===== config.mk =====
export PLATFORM = sky130hd
export DESIGN_NAME = traffic_light_controller
export DESIGN_NICKNAME = d
export VERILOG_FILES = /design/src/rtl/traffic_pkg.sv /design/src/rtl/tick_prescaler.sv /design/src/rtl/traffic_light_controller.sv
export SDC_FILE = /design/constraint.sdc
export NUM_CORES = 1
export LEC_CHECK = 0
export ABC_AREA = 0
export ABC_CLOCK_PERIOD_IN_PS = 5300
export BUFFER_PORTS_ARGS = -buffer_cell sky130_fd_sc_hd__buf_4
export CAP_MARGIN = 10
export CORE_ASPECT_RATIO = 0.5
export CORE_UTILIZATION = 64
export DETAILED_ROUTE_END_ITERATION = 16
export PLACE_DENSITY = 0.86
export RECOVER_POWER = 50
export SLEW_MARGIN = 20
export SYNTH_ARGS = -nofsm -noshare
export SYNTH_HDL_FRONTEND = slang
export SYNTH_SLANG_ARGS = --single-unit

===== constraint.sdc =====
create_clock -name clk -period 5.3 [get_ports clk]
set_clock_uncertainty 0.1 [all_clocks]
set_input_delay 0.265 -clock clk [delete_from_list [all_inputs] [get_ports clk]]
set_output_delay 0.265 -clock clk [all_outputs]
set_load 0.005 [all_outputs]

===== src/rtl/traffic_pkg.sv =====
// Shared lamp codes and sequencer state encoding for the intersection controller.
package traffic_pkg;

  localparam logic [1:0] LIGHT_RED    = 2'b00;
  localparam logic [1:0] LIGHT_GREEN  = 2'b01;
  localparam logic [1:0] LIGHT_YELLOW = 2'b10;

  typedef enum logic [2:0] {
    MAIN_GREEN  = 3'd0,
    MAIN_YELLOW = 3'd1,
    ALL_RED_1   = 3'd2,
    SIDE_GREEN  = 3'd3,
    SIDE_YELLOW = 3'd4,
    ALL_RED_2   = 3'd5
  } state_e;

  function automatic int max2(input int a, input int b);
    return (a > b) ? a : b;
  endfunction

endpackage


===== src/rtl/tick_prescaler.sv =====
// Free-running clock divider producing a one-cycle tick every TICK_DIV clocks.
module tick_prescaler #(
  parameter int TICK_DIV = 50_000_000
) (
  input  logic clk,
  input  logic reset_n,
  output logic tick
);

  localparam int PW = (TICK_DIV > 1) ? $clog2(TICK_DIV) : 1;

  logic [PW-1:0] pre_q, pre_d;
  logic          wrap;

  assign wrap = (pre_q == PW'(TICK_DIV - 1));

  always_comb begin
    pre_d = wrap ? '0 : pre_q + PW'(1);
  end

  always_ff @(posedge clk or negedge reset_n) begin
    if (!reset_n) pre_q <= '0;
    else          pre_q <= pre_d;
  end

  // Gated by reset so a divide-by-1 prescaler stays quiet while held in reset.
  assign tick = wrap & reset_n;

endmodule


===== src/rtl/traffic_light_controller.sv =====
// Two-road intersection sequencer: main rests green, side requests and emergency
// preemption run timed yellow / all-red / side-green phases.
module traffic_light_controller
  import traffic_pkg::*;
#(
  parameter int TICK_DIV        = 50_000_000,
  parameter int MAIN_GREEN_MIN  = 10,
  parameter int YELLOW_TIME     = 3,
  parameter int ALL_RED_TIME    = 1,
  parameter int SIDE_GREEN_TIME = 5
) (
  input  logic       clk,
  input  logic       reset_n,
  input  logic       side_sensor,
  input  logic       emergency,
  output logic [1:0] main_light,
  output logic [1:0] side_light,
  output logic [2:0] state_o,
  output logic       tick_o
);

  localparam int MAXD = max2(max2(MAIN_GREEN_MIN, YELLOW_TIME),
                             max2(ALL_RED_TIME, SIDE_GREEN_TIME));
  // cnt only has to reach D-1 for the longest phase before saturating.
  localparam int CW   = (MAXD > 1) ? $clog2(MAXD) : 1;

  state_e          state_q, state_d;
  logic [CW-1:0]   cnt_q, cnt_d;
  logic            side_req_q, side_req_d;
  logic            tick;
  logic            done_mg, done_y, done_ar, done_sg;

  tick_prescaler #(.TICK_DIV(TICK_DIV)) u_presc (
    .clk     (clk),
    .reset_n (reset_n),
    .tick    (tick)
  );

  assign done_mg = tick && (cnt_q >= CW'(MAIN_GREEN_MIN - 1));
  assign done_y  = tick && (cnt_q >= CW'(YELLOW_TIME - 1));
  assign done_ar = tick && (cnt_q >= CW'(ALL_RED_TIME - 1));
  assign done_sg = tick && (cnt_q >= CW'(SIDE_GREEN_TIME - 1));

  always_ff @(posedge clk or negedge reset_n) begin
    if (!reset_n) begin
      state_q    <= ALL_RED_2;
      cnt_q      <= '0;
      side_req_q <= 1'b0;
    end else begin
      state_q    <= state_d;
      cnt_q      <= cnt_d;
      side_req_q <= side_req_d;
    end
  end

  // Emergency forces greens to yellow immediately and pins all-red phases.
  always_comb begin
    state_d = state_q;
    case (state_q)
      MAIN_GREEN:  if (emergency || (done_mg && side_req_q)) state_d = MAIN_YELLOW;
      MAIN_YELLOW: if (done_y)                               state_d = ALL_RED_1;
      ALL_RED_1:   if (done_ar && !emergency)                state_d = SIDE_GREEN;
      SIDE_GREEN:  if (emergency || done_sg)                 state_d = SIDE_YELLOW;
      SIDE_YELLOW: if (done_y)                               state_d = ALL_RED_2;
      ALL_RED_2:   if (done_ar && !emergency)                state_d = MAIN_GREEN;
      default:                                               state_d = ALL_RED_2;
    endcase
  end

  always_comb begin
    cnt_d = cnt_q;
    if (state_d != state_q)     cnt_d = '0;
    else if (tick && cnt_q != '1) cnt_d = cnt_q + CW'(1);
  end

  always_comb begin
    side_req_d = side_req_q;
    if (state_q != SIDE_GREEN && state_d == SIDE_GREEN) side_req_d = 1'b0;
    else if (side_sensor && state_q != SIDE_GREEN)      side_req_d = 1'b1;
  end

  always_comb begin
    main_light = LIGHT_RED;
    side_light = LIGHT_RED;
    case (state_q)
      MAIN_GREEN:  main_light = LIGHT_GREEN;
      MAIN_YELLOW: main_light = LIGHT_YELLOW;
      SIDE_GREEN:  side_light = LIGHT_GREEN;
      SIDE_YELLOW: side_light = LIGHT_YELLOW;
      default: ;
    endcase
  end

  assign state_o = state_q;
  assign tick_o  = tick;

endmodule


==> run metrics <==
Die Y just over 40 µm; RSZ-0062 raised after global routing false; ratio of cells with drive above 1 in the final layout 12.74%; drt pass-1 iters 4; pre-CTS setup slack around 2.9 ns; dominant synthesized flop cell dfrtp_1; synthesized area 1871 µm²; Hold Vio Cnt, Final 0; DR DRC count 0; cts bufs inserted 5; Seq/Total Area, Yosys between 40% and 50%; total grt overflow 0; fmax between 200 and 300 MHz; initial antenna violation count 0; area grow syn2layout 13.04%; maxcap violations 1; Static Leakage around 0.9 nW; Final Net Count between 200 and 250; Via Count between 1500 and 2000; fraction of registers with async set/reset between 90% and 100%; Clock Sinks 34; gpl congestion between 0.8 and 0.9; delay of the slowest cell on the worst path around 1.3 ns; Worst-Margin Slew about 1.9 ns; Die Area about 3200 µm²; via/cell ratio around 6.2; Design Power 563.2 µW; pins over their slew limit 37; I/O pin count 12; Power Dens Cells 266.4 nW/µm²; reg-to-reg slack, setup between 2 and 3 ns; Clk pin slew, worst setup/hold paths 0.07 ns; DRT iter0 DRCs 92; WS Path Type in2out; largest net degree at the start of global routing 37; Max FO, Critical Path 36; Initial Utilization a little over two thirds; CP endpoint kind output pin; minimum clock period 3.488 ns; CTS Root Cell clkbuf_8; fillcell total around 190; Clock Tree Buf Depth 2; Final Cycle Share between 60% and 70%; CP max stage cell clkbuf_1; total routed wirelength roughly 3.9 mm; PnR worst setup slack approximately 1.8 ns; number of I/O port buffers 11; syn nets 208; CP startpoint kind primary input; final setup TNS 0 ns; Hold Slack 0.1852 ns; Clk Latency, worst-skew pair around 0.29 ns; Post-Synthesis Cells slightly below 200; drt wl/cell approximately 16 µm; vias in the first global route about 1400; CTS tree built; Ant. Diodes 0; Yosys warning count 0; synthesized area per cell roughly 9.4 µm²; cell breakdown of the critical path dlygate4sd3_1, clkbuf_1, nand2_1, or3_1, inv_1, buf_4; WP data arrival approximately 3.1 ns; Final setup viols 0; Yosys reg bits 34; first-pass GRT wire length 6.368 mm; ANT nets after route 0; Yosys cell types 44; failing checks capacitance limit, slew limit; core area between 2000 and 3000 µm²; All-Layer GR Usage roughly 29%; Die X-Extent approximately 78 µm; relative slew slack -24.45%; Worst VDD drop ~0.0002 V; Required @ worst endpoint between 4 and 5 ns; H-tree lvl count 2; outcome finished with violations; Row Count 13; Post-synth EDFFs 0; min-delay worst type in2reg; HPWL Detailed around 2.6 mm
-- power breakdown --
part	internal [mW]	switching (mW)	total [mW]
clock	0.188	0.104	0.292
combinational	0.00313	0.00764	0.0108
sequential	0.260	0.000376	0.260
total	0.451	0.112	0.563
-- layout by cell type, fill, tap and decap left out, types with 3 or more instances in the layout --
cell type and count:
a21oi_1 8, buf_4 11, clkbuf_8 5, dfrtp_1 32, ha_1 5, inv_1 7, mux2i_1 3, nand2_1 16
nand2b_1 4, nand3_1 10, nand4_1 6, nor2_1 23, nor2b_1 4, nor3_1 9, o21ai_0 6, or3_1 4
xnor2_1 14, xor2_1 6
-- critical path, delay by kind of cell --
kind	cells	cell delay [ns]
buffers and inverters	4	2.27
and+or+nand+nor	2	0.58
-- synthesized netlist by cell type (2+ instances only) --
library cell	count	area [µm²]
dfrtp_1	32	800.8
nor2_1	23	86.33
nand2_1	16	60.06
xnor2_1	14	122.6
nand3_1	9	45.04
nor3_1	9	45.04
a21oi_1	8	40.04
clkbuf_1	7	26.28
inv_1	7	26.28
nand4_1	6	37.54
o21ai_0	6	30.03
xor2_1	6	52.55
ha_1	5	62.56
nand2b_1	4	25.02
nor2b_1	4	25.02
or3_1	4	25.02
mux2i_1	3	30.03
a311oi_1	2	17.52
a31oi_1	2	12.51
and3_1	2	12.51
and4_1	2	17.52
dfstp_2	2	52.55
nand3_2	2	20.02
nand3b_1	2	15.01
nor3b_1	2	15.01
nor4_1	2	12.51
-- layout make-up --
cell class              count  area [µm²]  share of cell area [%]
clock buffers               5       68.82                   3.254
clock inverters             3       68.82                   3.254
inverters                   7       26.28                   1.243
multi-input cells         150       954.7                   45.15
flip-flops and latches     34       853.3                   40.35
well taps                  37       46.29                   2.189
repair buffers             13       96.34                   4.556
-- stage by stage --
stage | util [%] | cell area, µm² | cells
after global placement | 73.61 | 1976 | 240
after global routing | 78.79 | 2115 | 249
after floorplan | - | 1871 | 199
after detailed placement | 73.61 | 1976 | 240
final | 78.79 | 2115 | 249
after CTS | 79.11 | 2123 | 249
-- cell families (layout without fill, tap and decap cells) --
group / count (synthesis) / after routing / share of synthesized area (%)
muxes: 4 / 4 / 2.207
adders and majority gates: 5 / 5 / 3.344
DFF: 34 / 34 / 45.62
AOI/OAI and AO/OA: 29 / 29 / 10.30
and+or+nand+nor: 92 / 92 / 26.09
buffers and inverters: 15 / 28 / 3.077
xor gates and xnor gates: 20 / 20 / 9.365
-- final timing paths --
kind / startpoint / to / depth (start not counted)
worst max-delay path: reset_n / tick_o / 6
worst min-delay path: side_sensor / side_req_q$_DFFE_PN0P_ / 3
worst min register to register: u_presc.pre_q[0]$_DFF_PN0_ / u_presc.pre_q[0]$_DFF_PN0_ / 1
max in group asynchronous: reset_n / side_req_q$_DFFE_PN0P_ / 2
min in group asynchronous: reset_n / u_presc.pre_q[1]$_DFF_PN0_ / 2
worst max register to register: cnt_q[0]$_DFFE_PN0P_ / cnt_q[2]$_DFFE_PN0P_ / 7
-- flip-flops by register name (all words and copies together) (netlist names) --
signal,cells
u_presc.pre_q,26
side_req_q,1
state_o,3
cnt_q,4
-- layer usage --
metal	up-vias	global-route usage (%)	routed length [µm]
met2	67	51.97	1868
met4	0	14.35	87
li1	727	-	-
met1	732	33.38	1750
met3	15	7.500	211
met5	-	0	0
-- what timing repair did --
action / 4_1_cts / 5_1_grt
resized for setup: 0 / 0
endpoints found under the hold margin: 32 / 0
hold buffers: 1 / 0
buffers inserted: 0 / 0
Power figures use the tool's default switching activity.
